## config.mk

```make
export PLATFORM = sky130hd
export DESIGN_NAME = register_rename_unit
export DESIGN_NICKNAME = d
export VERILOG_FILES = /design/src/rtl/rename_pkg.sv /design/src/rtl/phys_free_list.sv /design/src/rtl/register_rename_unit.sv
export SDC_FILE = /design/constraint.sdc
export NUM_CORES = 2
export LEC_CHECK = 0
export ABC_AREA = 0
export CORE_UTILIZATION = 38
export DETAILED_ROUTE_END_ITERATION = 10
export SLEW_MARGIN = 25
export SYNTH_ARGS = -nofsm -noshare
export SYNTH_HDL_FRONTEND = slang
export SYNTH_SLANG_ARGS = --single-unit
```

## constraint.sdc

```tcl
create_clock -name clock -period 9.49 [get_ports clock]
set_input_delay 1.898 -clock clock [delete_from_list [all_inputs] [get_ports clock]]
set_output_delay 1.898 -clock clock [all_outputs]
set_load 0.01 [all_outputs]
```

## src/rtl/rename_pkg.sv

```systemverilog
// rename_pkg: shared widths, instruction field positions and register typedefs
// for the register rename unit and its free list.
package rename_pkg;
    localparam int ARCH_REG_ADDR_WIDTH = 5;
    localparam int REG_FILE_ADDR_WIDTH = 7;
    localparam int NUM_ARCH_REGS       = 2 ** ARCH_REG_ADDR_WIDTH;
    localparam int FREE_LIST_DEPTH     = 2 ** REG_FILE_ADDR_WIDTH - 2 ** ARCH_REG_ADDR_WIDTH;
    localparam int RD_LSB              = 7;
    localparam int RS1_LSB             = 15;
    localparam int RS2_LSB             = 20;
    typedef logic [REG_FILE_ADDR_WIDTH-1:0] phys_reg_t;
    typedef logic [ARCH_REG_ADDR_WIDTH-1:0] arch_reg_t;
endpackage

```

## src/rtl/phys_free_list.sv

```systemverilog
// phys_free_list: circular FIFO of free physical registers, preloaded with the
// registers above the architectural range.
// Ports: clock/reset (sync, active-high); pop takes head_reg; push0 then push1
// are written at consecutive tail slots in the same cycle; count is the
// registered occupancy; overflow is sticky once any push is dropped.
module phys_free_list
    import rename_pkg::*;
(
    input  logic      clock,
    input  logic      reset,
    input  logic      pop,
    input  logic      push0_valid,
    input  phys_reg_t push0_reg,
    input  logic      push1_valid,
    input  phys_reg_t push1_reg,
    output phys_reg_t head_reg,
    output phys_reg_t count,
    output logic      overflow
);
    typedef logic [REG_FILE_ADDR_WIDTH:0] wide_t;
    localparam phys_reg_t LAST    = phys_reg_t'(FREE_LIST_DEPTH - 1);
    localparam wide_t     DEPTH_W = wide_t'(FREE_LIST_DEPTH);

    phys_reg_t mem_q [FREE_LIST_DEPTH];
    phys_reg_t mem_d [FREE_LIST_DEPTH];
    phys_reg_t head_q, head_d, tail_q, tail_d, count_q, count_d, tail1;
    logic      overflow_q, overflow_d, pop_ok, acc0, acc1;
    wide_t     room;

    function automatic phys_reg_t wrap_inc(input phys_reg_t p);
        return (p == LAST) ? '0 : p + 1'b1;
    endfunction

    assign head_reg = mem_q[head_q];
    assign count    = count_q;
    assign overflow = overflow_q;

    always_comb begin
        pop_ok = pop && count_q != '0;
        // A pop in the same cycle frees a slot, so a full list can still absorb one push.
        room = DEPTH_W - {1'b0, count_q} + wide_t'(pop_ok);
        acc0 = push0_valid && room != '0;
        acc1 = push1_valid && room > wide_t'(acc0);
        tail1 = wrap_inc(tail_q);
        mem_d = mem_q;
        if (acc0) mem_d[tail_q] = push0_reg;
        if (acc1) mem_d[acc0 ? tail1 : tail_q] = push1_reg;
        tail_d = (acc0 && acc1) ? wrap_inc(tail1) : (acc0 || acc1) ? tail1 : tail_q;
        head_d = pop_ok ? wrap_inc(head_q) : head_q;
        count_d = count_q + phys_reg_t'(acc0) + phys_reg_t'(acc1) - phys_reg_t'(pop_ok);
        overflow_d = overflow_q || (push0_valid && !acc0) || (push1_valid && !acc1);
    end

    always_ff @(posedge clock) begin
        if (reset) begin
            for (int i = 0; i < FREE_LIST_DEPTH; i++) mem_q[i] <= phys_reg_t'(NUM_ARCH_REGS + i);
            head_q     <= '0;
            tail_q     <= '0;
            count_q    <= phys_reg_t'(FREE_LIST_DEPTH);
            overflow_q <= 1'b0;
        end else begin
            mem_q      <= mem_d;
            head_q     <= head_d;
            tail_q     <= tail_d;
            count_q    <= count_d;
            overflow_q <= overflow_d;
        end
    end
endmodule

```

## src/rtl/register_rename_unit.sv

```systemverilog
// register_rename_unit: RAT plus free list; renames sources/destination of the
// incoming instruction, frees old mappings on retire, undoes mappings on rollback.
// Ports: clock/reset (sync, active-high); rename_* in, src/dest/old_dest_phys
// and rename_ready out; retire_* and rollback_* from the ROB; free_count and
// sticky free_list_overflow status.
module register_rename_unit
    import rename_pkg::*;
(
    input  logic        clock,
    input  logic        reset,
    input  logic        rename_valid,
    input  logic [31:0] rename_instr,
    input  logic        rename_has_dest,
    output logic        rename_ready,
    output phys_reg_t   src1_phys,
    output phys_reg_t   src2_phys,
    output phys_reg_t   dest_phys,
    output phys_reg_t   old_dest_phys,
    input  logic        retire_valid,
    input  phys_reg_t   retire_old_dest,
    input  logic        rollback_valid,
    input  logic [31:0] rollback_instr,
    input  phys_reg_t   rollback_old_dest,
    output phys_reg_t   free_count,
    output logic        free_list_overflow
);
    phys_reg_t rat_q [NUM_ARCH_REGS];
    phys_reg_t rat_d [NUM_ARCH_REGS];
    arch_reg_t rd, rs1, rs2, rb_rd;
    phys_reg_t head_reg;
    logic      alloc, fire_alloc, rb_act, unused;

    assign rd    = rename_instr[RD_LSB +: ARCH_REG_ADDR_WIDTH];
    assign rs1   = rename_instr[RS1_LSB +: ARCH_REG_ADDR_WIDTH];
    assign rs2   = rename_instr[RS2_LSB +: ARCH_REG_ADDR_WIDTH];
    assign rb_rd = rollback_instr[RD_LSB +: ARCH_REG_ADDR_WIDTH];
    assign unused = ^{rename_instr[31:25], rename_instr[14:12], rename_instr[6:0],
                      rollback_instr[31:12], rollback_instr[6:0]};

    assign alloc         = rename_has_dest && rd != '0;
    assign rename_ready  = !rollback_valid && (!alloc || free_count != '0);
    assign fire_alloc    = rename_valid && rename_ready && alloc;
    // Sources read the pre-update RAT, so rs==rd sees the previous producer.
    assign src1_phys     = rat_q[rs1];
    assign src2_phys     = rat_q[rs2];
    assign dest_phys     = alloc ? head_reg : '0;
    assign old_dest_phys = alloc ? rat_q[rd] : '0;
    // When the RAT already holds old_dest the entry was never applied, so nothing to undo.
    assign rb_act = rollback_valid && rb_rd != '0 && rat_q[rb_rd] != rollback_old_dest;

    always_comb begin
        rat_d = rat_q;
        if (fire_alloc) rat_d[rd] = head_reg;
        if (rb_act) rat_d[rb_rd] = rollback_old_dest;
    end

    always_ff @(posedge clock) begin
        if (reset) begin
            for (int i = 0; i < NUM_ARCH_REGS; i++) rat_q[i] <= phys_reg_t'(i);
        end else begin
            rat_q <= rat_d;
        end
    end

    phys_free_list u_free_list (
        .clock       (clock),
        .reset       (reset),
        .pop         (fire_alloc),
        .push0_valid (rb_act),
        .push0_reg   (rat_q[rb_rd]),
        .push1_valid (retire_valid && retire_old_dest != '0),
        .push1_reg   (retire_old_dest),
        .head_reg    (head_reg),
        .count       (free_count),
        .overflow    (free_list_overflow)
    );
endmodule

```

==> metrics.cfg <==
[clock_tree]
cts_tree = built
clock_sink_count = 918
htree_levels = 3
post_cts_resized = 0
post_cts_buffers = 0
number_of_buffers_on_the_longest_clock_path = 3
clkTransAtPathRegs_ps = 60
clock_tree.root_cell = sky130_fd_sc_hd__clkbuf_16
post_cts_hold_buffer_count = 0
cts_buffers = 105
clkLatencyLatePin_ps = 750

[critical_path]
timing.critical_path.fanout_max = 57
critPathLaunchType = primary input
rr_endpoint = u_free_list.mem_q[381]$_SDFF_PP1_
critPathKind = in2reg
worst-r2r-setup-slack_ps = 3350
cp_data_arrival_time_ps = 8680
cp_data_required_time_ps = 10100
worst-r2r-cell-count = 18
reg2reg_from = u_free_list.count[3]$_SDFF_PP0_
crit_start = rename_instr[11]
worst_setup_path_end_kind = flip-flop

[cells_and_area]
postLayoutCoreUtil_pct = 42.4
finish.net_count = 5484
final_layout_size_suffix_gt1_share_pct = 24.3
layout.filler_cells = 14400
area_delta_synth_final_pct = 10.4

[routing]
vias_per_cell = 6.66
drc = 0
drt-total-wl_mm = 230
drt-wirelength-per-cell_um = 30.7
ant_nets_after_route = 0
drt_pass1_iterations = 6
vias = 49900
drt-initial-drc-count = 6520

[pwr]
power_density_over_the_cells_nw_per_um2 = 158
fin_total_pwr_mw = 10.1
static-leakage-power_nw = 21.2
irDropWorstVdd_mv = 0.141

[floorplanning]
boundaryPins = 121
dieArea_um2 = 153000
rows = 142
floorplan.initialDensity_pct = 38.4
die_height_um = 392
core_area_um2 = 150000
die_width_um = 392

[global_route]
total_routing_usage_reported_by_global_routing_pct = 29.2
grt_remaining_overflow = 0
largest_net_degree_at_the_start_of_global_routing = 183
antenna_found_initial = 10
global_route_wire_length_before_repair_mm = 332
grt_pass1_vias = 46500

[yosys]
synthDominantAreaCellType = sky130_fd_sc_hd__dfxtp_1
synth.net_count = 5775
synthesis.instances = 5670
synth_ff_type = sky130_fd_sc_hd__dfxtp_1
yosys.cell_count.top_type = sky130_fd_sc_hd__dfxtp_1
avgSynthCellArea_um2 = 10.2
yosysWarnings = 0
synth_async_sr_flop_share_pct = 0
synth_seq_cells = 918
syn_area_um2 = 57700
netlist_top_cells_count = 918 x sky130_fd_sc_hd__dfxtp_1, 700 x sky130_fd_sc_hd__mux2i_1, 433 x sky130_fd_sc_hd__nand2_1
synth_area_leaders = sky130_fd_sc_hd__dfxtp_1 32%, sky130_fd_sc_hd__mux4_2 16%, sky130_fd_sc_hd__mux2i_1 12%
seq_area_frac_synth_pct = 31.9
synth-edff-count = 0
synth.top_cell.area_share_pct = 31.9
synth_cell_types = 88

[hold_path]
worst_hold_path_type = reg2reg
worstHoldPathCells = 2
holdCritStartpoint = u_free_list.overflow$_SDFF_PP0_
worstHoldEndpoint = u_free_list.overflow$_SDFF_PP0_

[sta]
hold_viol = 0
fmax_mhz = 124
final_max_slew_viol_count = 0
hold_ws_ps = 497
worst_slew_margin_rel_pct = 17.4
post-route-min-period_ps = 8070
skew_ps = 36.4
final.setup.tns_ps = 0
tightestPinTransition_ps = 1230
min_period_over_period_pct = 85.1
rsz0062_at_grt = no
finalSetupViolations = 0

[placement]
routabilityCongestion = 1.04
port_buffers = 76
place_hpwl_mm = 151

[run]
max_cap_viol_count = 0

[status]
run_status = complete, no violations

==> power by group <==
part	internal, mW	leakage (nW)	switching, mW
combinational	0.497	12.0	1.21
sequential	3.91	7.42	0.0736
clock	2.54	1.80	1.85
total	6.94	21.2	3.13
==> layout by cell type, fill, tap and decap left out, types with 12 or more instances in the layout <==
cell type	n
sky130_fd_sc_hd__a211o_1	66
sky130_fd_sc_hd__a211oi_2	12
sky130_fd_sc_hd__a21oi_1	316
sky130_fd_sc_hd__a221oi_1	13
sky130_fd_sc_hd__a22oi_1	91
sky130_fd_sc_hd__a31oi_1	49
sky130_fd_sc_hd__a32oi_1	15
sky130_fd_sc_hd__and2_1	17
sky130_fd_sc_hd__and3_1	51
sky130_fd_sc_hd__buf_4	163
sky130_fd_sc_hd__clkbuf_1	16
sky130_fd_sc_hd__clkbuf_16	105
sky130_fd_sc_hd__clkbuf_8	28
sky130_fd_sc_hd__clkdlybuf4s50_1	66
sky130_fd_sc_hd__clkinv_2	19
sky130_fd_sc_hd__dfxtp_1	914
sky130_fd_sc_hd__ha_1	19
sky130_fd_sc_hd__inv_1	32
sky130_fd_sc_hd__mux2_2	350
sky130_fd_sc_hd__mux2i_1	700
sky130_fd_sc_hd__mux4_2	412
sky130_fd_sc_hd__nand2_1	427
sky130_fd_sc_hd__nand2b_1	50
sky130_fd_sc_hd__nand3_1	148
sky130_fd_sc_hd__nor2_1	245
sky130_fd_sc_hd__nor2b_1	20
sky130_fd_sc_hd__nor3_1	211
sky130_fd_sc_hd__nor3_2	37
sky130_fd_sc_hd__nor3_4	12
sky130_fd_sc_hd__nor4_1	16
sky130_fd_sc_hd__nor4_4	39
sky130_fd_sc_hd__o211ai_1	137
sky130_fd_sc_hd__o21ai_0	67
sky130_fd_sc_hd__o22ai_1	57
sky130_fd_sc_hd__o31ai_1	230
sky130_fd_sc_hd__or3_1	52
==> flip-flops by register name, summed over array words and instances (netlist names) <==
register	flops
u_free_list.mem_q	672
rat_q	224
u_free_list.count	7
u_free_list.head_q	7
u_free_list.tail_q	7
u_free_list.overflow	1
==> routing by layer <==
layer	routed length [um]	share of wire [%]	GRT usage [%]
met1	91900	40	39.4
met2	99600	43	43.4
met3	25300	11	6.73
met4	13300	5.8	15.1
met5	40	0.017	0
==> kinds of logic after synthesis <==
family,Yosys count,synth area share [%]
simple gates,1418,13.3
mux,1475,35.5
buf+inv,677,4.97
compound gates,1142,13.6
xor+xnor,19,0.289
flops,918,31.9
fa+ha+maj,21,0.482
==> final cells by class <==
type / instances / area (um^2) / share of cell area [%]
Tap cell: 2016 / 2520 / 3.96
Antenna cell: 4 / 10.0 / 0.0157
Multi-Input combinational cell: 4075 / 36800 / 57.8
Timing Repair Buffer: 244 / 2090 / 3.28
Clock buffer: 149 / 3070 / 4.83
Clock inverter: 46 / 603 / 0.948
Inverter: 35 / 141 / 0.222
Sequential cell: 918 / 18400 / 28.9
==> critical path, stage by stage <==
cell and delay (ps):
sky130_fd_sc_hd__clkdlybuf4s50_1 420, sky130_fd_sc_hd__buf_4 200, sky130_fd_sc_hd__or3_1 540, sky130_fd_sc_hd__o31ai_4 220
sky130_fd_sc_hd__buf_4 260, sky130_fd_sc_hd__inv_1 160, sky130_fd_sc_hd__a31oi_1 240, sky130_fd_sc_hd__nand3_1 310
sky130_fd_sc_hd__ha_1 310, sky130_fd_sc_hd__nor2b_1 210, sky130_fd_sc_hd__o2111ai_1 150, sky130_fd_sc_hd__a211oi_1 340
sky130_fd_sc_hd__a41oi_1 240, sky130_fd_sc_hd__o41a_4 180, sky130_fd_sc_hd__buf_4 340, sky130_fd_sc_hd__inv_6 570
sky130_fd_sc_hd__buf_4 480, sky130_fd_sc_hd__mux2i_2 790, sky130_fd_sc_hd__a21oi_1 410, sky130_fd_sc_hd__nor3_1 280
sky130_fd_sc_hd__a21oi_1 60
==> worst max path at each step <==
stage,to,slack (ps),depth (start not counted)
6_report,u_free_list.mem_q[381]$_SDFF_PP1_,1420,21
5_1_grt,u_free_list.mem_q[384]$_SDFF_PP1_,1060,21
4_1_cts,u_free_list.mem_q[381]$_SDFF_PP1_,1550,21
3_5_place_dp,u_free_list.mem_q[381]$_SDFF_PP1_,790,21
3_3_place_gp,u_free_list.mem_q[462]$_SDFF_PP1_,810,22
2_1_floorplan,u_free_list.count[6]$_SDFF_PP1_,2000,29
==> stage by stage <==
stage	worst slack [ps]	area, um^2	std cells
after floorplan	2000	57700	5670
after global placement	810	59900	7286
after detailed placement	788	59900	7287
after CTS	1550	63600	7482
after global routing	1060	63600	7483
final	1420	63600	7487
Note: power is estimated with default switching activity, not from simulation.
